## config.mk

```make
export PLATFORM = sky130hd
export DESIGN_NAME = vdp_cmd_sequencer
export DESIGN_NICKNAME = d
export VERILOG_FILES = /design/src/rtl/vdp_cmd_sequencer.sv
export SDC_FILE = /design/constraint.sdc
export NUM_CORES = 1
export LEC_CHECK = 0
export ABC_CLOCK_PERIOD_IN_PS = 3450
export CORE_MARGIN = 4
export CORE_UTILIZATION = 45
export CTS_CLUSTER_DIAMETER = 50
export CTS_CLUSTER_SIZE = 40
export DETAILED_ROUTE_END_ITERATION = 7
export DONT_BUFFER_PORTS = 1
export RECOVER_POWER = 25
export SETUP_SLACK_MARGIN = 0.3
export SLEW_MARGIN = 40
export SYNTH_ARGS = -nofsm -noshare
export SYNTH_HDL_FRONTEND = slang
export SYNTH_SLANG_ARGS = --single-unit
```

## constraint.sdc

```tcl
create_clock -name i_clk -period 3.45 [get_ports i_clk]
set_input_delay 0.69 -clock i_clk [delete_from_list [all_inputs] [get_ports i_clk]]
set_output_delay 0.69 -clock i_clk [all_outputs]
set_load 0.1 [all_outputs]
```

## src/rtl/vdp_cmd_sequencer.sv

```systemverilog
// rtl/vdp_cmd_sequencer.sv - ROM-driven command sequencer replaying WRITE/READ/DELAY/END onto the VDP bus
module vdp_cmd_sequencer #(
    parameter int ADDR_W     = 12,
    parameter int START_ADDR = 0,
    parameter int ROM_LAT    = 1,
    parameter int TIMEOUT    = 1023
) (
    input  logic              i_clk,
    input  logic              i_rst_n,
    input  logic              i_start,
    output logic              o_busy,
    output logic              o_done,
    output logic              o_error,
    output logic              o_rom_en,
    output logic [ADDR_W-1:0] o_rom_addr,
    input  logic [23:0]       i_rom_dout,
    input  logic [15:0]       i_vdp_do,
    input  logic              i_vdp_dtack_n,
    output logic [15:0]       o_vdp_di,
    output logic [4:0]        o_vdp_a,
    output logic              o_vdp_rnw,
    output logic              o_vdp_sel,
    output logic [15:0]       o_rd_data
);

    localparam logic [ADDR_W-1:0] START    = ADDR_W'(START_ADDR);
    localparam logic [2:0]        LAT_LAST = 3'(ROM_LAT - 1);
    localparam logic [16:0]       TO_LIMIT = 17'(TIMEOUT);

    localparam logic [1:0] OP_WRITE = 2'b00;
    localparam logic [1:0] OP_READ  = 2'b01;
    localparam logic [1:0] OP_DELAY = 2'b10;

    typedef enum logic [2:0] {
        S_IDLE, S_FETCH, S_ROM_WAIT, S_ISSUE, S_BUS_WAIT, S_DELAY, S_DONE, S_ERROR
    } state_t;

    state_t            r_state;
    logic [23:0]       r_cmd;
    logic [2:0]        r_lat_cnt;
    logic [15:0]       r_cnt;
    logic              r_busy;
    logic              r_done;
    logic              r_error;
    logic              r_rom_en;
    logic [ADDR_W-1:0] r_rom_addr;
    logic [15:0]       r_vdp_di;
    logic [4:0]        r_vdp_a;
    logic              r_vdp_rnw;
    logic              r_vdp_sel;
    logic [15:0]       r_rd_data;

    logic [1:0]  w_op;
    logic [16:0] w_cnt_inc;
    logic        w_unused;

    assign w_op      = r_cmd[23:22];
    assign w_cnt_inc = {1'b0, r_cnt} + 17'd1;
    // The stored rnw bit is superseded by the opcode.
    assign w_unused  = r_cmd[21];

    always_ff @(posedge i_clk or negedge i_rst_n) begin
        if (!i_rst_n) begin
            r_state    <= S_IDLE;
            r_cmd      <= '0;
            r_lat_cnt  <= '0;
            r_cnt      <= '0;
            r_busy     <= 1'b0;
            r_done     <= 1'b0;
            r_error    <= 1'b0;
            r_rom_en   <= 1'b0;
            r_rom_addr <= START;
            r_vdp_di   <= '0;
            r_vdp_a    <= '0;
            r_vdp_rnw  <= 1'b1;
            r_vdp_sel  <= 1'b0;
            r_rd_data  <= '0;
        end else begin
            r_rom_en <= 1'b0;
            case (r_state)
                S_IDLE, S_DONE, S_ERROR: begin
                    if (i_start) begin
                        r_rom_addr <= START;
                        r_rom_en   <= 1'b1;
                        r_busy     <= 1'b1;
                        r_done     <= 1'b0;
                        r_error    <= 1'b0;
                        r_state    <= S_FETCH;
                    end
                end
                S_FETCH: begin
                    r_lat_cnt <= '0;
                    r_state   <= S_ROM_WAIT;
                end
                S_ROM_WAIT: begin
                    if (r_lat_cnt == LAT_LAST) begin
                        r_cmd   <= i_rom_dout;
                        r_state <= S_ISSUE;
                    end else begin
                        r_lat_cnt <= r_lat_cnt + 3'd1;
                    end
                end
                S_ISSUE: begin
                    case (w_op)
                        OP_WRITE, OP_READ: begin
                            r_vdp_a   <= r_cmd[20:16];
                            r_vdp_di  <= r_cmd[15:0];
                            r_vdp_rnw <= (w_op == OP_READ);
                            r_vdp_sel <= 1'b1;
                            r_cnt     <= '0;
                            r_state   <= S_BUS_WAIT;
                        end
                        OP_DELAY: begin
                            r_cnt   <= r_cmd[15:0];
                            r_state <= S_DELAY;
                        end
                        default: begin
                            r_done  <= 1'b1;
                            r_busy  <= 1'b0;
                            r_state <= S_DONE;
                        end
                    endcase
                end
                S_BUS_WAIT: begin
                    if (!i_vdp_dtack_n) begin
                        r_vdp_sel <= 1'b0;
                        if (w_op == OP_READ) begin
                            r_rd_data <= i_vdp_do;
                        end
                        r_rom_addr <= r_rom_addr + 1'b1;
                        r_rom_en   <= 1'b1;
                        r_state    <= S_FETCH;
                    end else if (w_cnt_inc == TO_LIMIT) begin
                        // rom_addr is left on the failing command for post-mortem.
                        r_vdp_sel <= 1'b0;
                        r_error   <= 1'b1;
                        r_busy    <= 1'b0;
                        r_state   <= S_ERROR;
                    end else begin
                        r_cnt <= w_cnt_inc[15:0];
                    end
                end
                S_DELAY: begin
                    // A count of 0 or 1 both spend exactly one cycle here.
                    if (r_cnt <= 16'd1) begin
                        r_rom_addr <= r_rom_addr + 1'b1;
                        r_rom_en   <= 1'b1;
                        r_state    <= S_FETCH;
                    end else begin
                        r_cnt <= r_cnt - 16'd1;
                    end
                end
                default: r_state <= S_IDLE;
            endcase
        end
    end

    assign o_busy     = r_busy;
    assign o_done     = r_done;
    assign o_error    = r_error;
    assign o_rom_en   = r_rom_en;
    assign o_rom_addr = r_rom_addr;
    assign o_vdp_di   = r_vdp_di;
    assign o_vdp_a    = r_vdp_a;
    assign o_vdp_rnw  = r_vdp_rnw;
    assign o_vdp_sel  = r_vdp_sel;
    assign o_rd_data  = r_rd_data;

endmodule
```

==> impl_metrics.env <==
export IMPL_status="finished clean"
export IMPL_synth_edf_count=0
export IMPL_yosysUniqueCellTypes=69
export IMPL_ys_flop_type="dfrtp_1"
export IMPL_die_h_um=117
export IMPL_r2r_end="r_cnt[2]"
export IMPL_ctsHtreeMaxLevel=3
export IMPL_nets=571
export IMPL_syn_num_nets=563
export IMPL_synthArstFlopShare_pct=100
export IMPL_fmax_mhz=349
export IMPL_synth_compound_area_share_pct=13.6
export IMPL_cp_required_ns=3.71
export IMPL_initial_core_util_pct=46.3
export IMPL_rr_startpoint="r_cnt[4]"
export IMPL_hold_violations=0
export IMPL_tightest_slew_ns=0.901
export IMPL_fin_ws_ns=0.588
export IMPL_dpl_hpwl_um=9290
export IMPL_rsz0062_at_grt="false"
export IMPL_grt_antenna_before_repair=0
export IMPL_ant_nets=0
export IMPL_critical_path_class="register to register"
export IMPL_ys_ff_latch=100
export IMPL_cts_buffers=9
export IMPL_via_per_inst=6.24
export IMPL_layout_drive_gt1_share_pct=29.5
export IMPL_skew_ns=0.00802
export IMPL_path_max_fanout=13
export IMPL_clock_latency_ns=0.34
export IMPL_die_area_sq_mm=0.0137
export IMPL_max_cap_violations=0
export IMPL_cts_sinks=100
export IMPL_rows=39
export IMPL_critPathCaptureType="register"
export IMPL_grt_max_degree=101
export IMPL_drtIter0Drc=424
export IMPL_synth_top_family_by_area="simple AND/OR/NAND/NOR gates"
export IMPL_grt_ovfl_total=0
export IMPL_port_buffers=0
export IMPL_seq_area_frac_synth_pct=47.0
export IMPL_post_route_min_period_ns=2.86
export IMPL_clkSlewWorstSetupHoldPaths_ns=0.07
export IMPL_place_ws_ns=0.558
export IMPL_dr_total_vias=4167
export IMPL_firstDrtPassIters=5
export IMPL_reg2reg_setup_slack_ns=0.59
export IMPL_avgSynthCellArea_sq_um=10.4
export IMPL_core_area_sq_mm=0.0115
export IMPL_utilization_pct=52.0
export IMPL_fillers=1035
export IMPL_wirelength_um=13400
export IMPL_syn_inst=512
export IMPL_crit_arrival_ns=3.12
export IMPL_min_path_type="input port to async pin"
export IMPL_yosys_warnings=0
export IMPL_wl_per_cell_um=20.0
export IMPL_cts_tree="done"
export IMPL_synthesis_area_sq_mm=0.00533
export IMPL_final_max_slew_violation_count=0
export IMPL_num_antenna_cells=0
export IMPL_muxShareOfSynthArea_pct=14.0
export IMPL_drc_errors=0
export IMPL_period_share_pct=82.9
export IMPL_area_growth_pct=12.4
export IMPL_max_slew_margin_rel_pct=40.0
export IMPL_report_final_setup_viol=0
export IMPL_synthAdderAreaFrac_pct=1.64
export IMPL_finalSetupTns_ns=0
export IMPL_yosys_area_share_simple_pct=17.8
export IMPL_ios=99
export IMPL_startpoint_type="register"
export IMPL_gp_congestion=0.959
export IMPL_grt_pass1_wl_um=21400
export IMPL_synth_xor_area_share_pct=2.46
export IMPL_root_buffer="clkbuf_16"
export IMPL_clk_path_buf_depth=2
export IMPL_holdWs_ns=0.0387
export IMPL_grtUsageTotal_pct=20.0
export IMPL_grt_pass1_vias=4117
export IMPL_reg2reg_depth=6
export IMPL_die_x_um=117
## sequential cells by signal, summed over array words and instances, names as in the netlist, 3 cells and up
register,count
o_rd_data,16
o_rom_addr,12
o_vdp_a,5
o_vdp_di,16
r_cmd,23
r_cnt,16
r_lat_cnt,3
r_state,3
## synthesized netlist by cell type, types with 4 or more instances
| cell | number | share of area, % |
|---|---|---|
| or4_1 | 4 | 0.56 |
| nand2b_1 | 7 | 0.82 |
| inv_1 | 12 | 0.85 |
| nor4_1 | 7 | 0.82 |
| clkbuf_1 | 22 | 1.5 |
| buf_2 | 8 | 0.75 |
| nand3_1 | 14 | 1.3 |
| mux2_2 | 52 | 11 |
| a22oi_1 | 7 | 0.99 |
| nor2_1 | 40 | 2.8 |
| a211oi_1 | 4 | 0.56 |
| nand4_1 | 6 | 0.70 |
| and2_1 | 4 | 0.47 |
| nor3_1 | 19 | 1.8 |
| ha_1 | 7 | 1.6 |
| nor2b_1 | 4 | 0.47 |
| or3_1 | 7 | 0.82 |
| a311oi_1 | 4 | 0.66 |
| nor4b_1 | 4 | 0.66 |
| a21oi_1 | 23 | 2.2 |
| nand2_1 | 35 | 2.5 |
| mux2_1 | 10 | 2.1 |
| xnor2_1 | 12 | 2.0 |
| o21ai_0 | 29 | 2.7 |
| a31oi_1 | 4 | 0.47 |
| dfrtp_1 | 99 | 46 |
## timing repair
action,CTS,global route
setup endpoints to repair,0,2
gates resized for setup,0,1
hold buffers,0,0
setup buffers,0,3
## cell families after synthesis
family	after synthesis
AOI/OAI and AO/OA	106
muxes	66
and+or+nand+nor	174
DFF	100
buffers and inverters	44
adders and majority gates	7
xor gates and xnor gates	15
## worst max-delay path, cell delays in order, from the launching register on
cell,delay [ns]
dfrtp_1,0.52
nor4_1,0.50
nor3b_1,0.66
a21oi_1,0.32
nand2b_1,0.47
a211oi_1,0.09
nor3_1,0.22
## per-stage QoR
stage | instances | instance area [sq um]
3_5_place_dp | 645 | 5570
3_3_place_gp | 645 | 5550
2_1_floorplan | 512 | 5330
4_1_cts | 661 | 5870
6_report | 668 | 5990
5_1_grt | 668 | 5990
## cell type report
type,count,area (sq um),area share (%)
Timing Repair Buffer,29,245,4.09
Tap cell,143,179,2.99
Sequential cell,100,2560,42.7
Inverter,12,45.0,0.752
Multi-Input combinational cell,368,2660,44.4
Clock inverter,2,60.1,1.00
Clock buffer,14,244,4.07
## layer usage
| layer | global-route usage [%] | part of all wire [%] | vias up |
|---|---|---|---|
| met5 | 0 | 0 | - |
| met4 | 6.88 | 2.0 | 0 |
| met3 | 5.30 | 6.2 | 25 |
| met2 | 31.3 | 47 | 168 |
| met1 | 26.9 | 45 | 2067 |
| li1 | - | - | 1907 |
## how the worst max path moves through the flow
stage               slack (ns)  depth (start not counted)         to      from
CTS                       0.50                          8   r_cnt[1]  r_cnt[0]
global route              0.31                          6   r_cnt[6]  r_cnt[4]
floorplan                 0.96                          7  r_cnt[13]  r_cnt[1]
detailed placement        0.56                          8   r_cnt[1]  r_cnt[0]
global placement          0.54                          8   r_cnt[1]  r_cnt[0]
finish                    0.59                          6   r_cnt[2]  r_cnt[4]
## cells in the final DEF (no fill, tap or decap), drive strengths merged, types with 8 or more instances in the layout
cell type   n
inv        12
or3         8
o21ai      31
nand3      14
mux2       64
xnor2      12
nor4       10
dfrtp      99
nand2      35
nor2       40
nand4       8
nor3       20
clkbuf     18
buf        25
a21oi      23
Power is not shown: default switching activity piles up to over one toggle a cycle in this logic, so the estimate is an artifact.
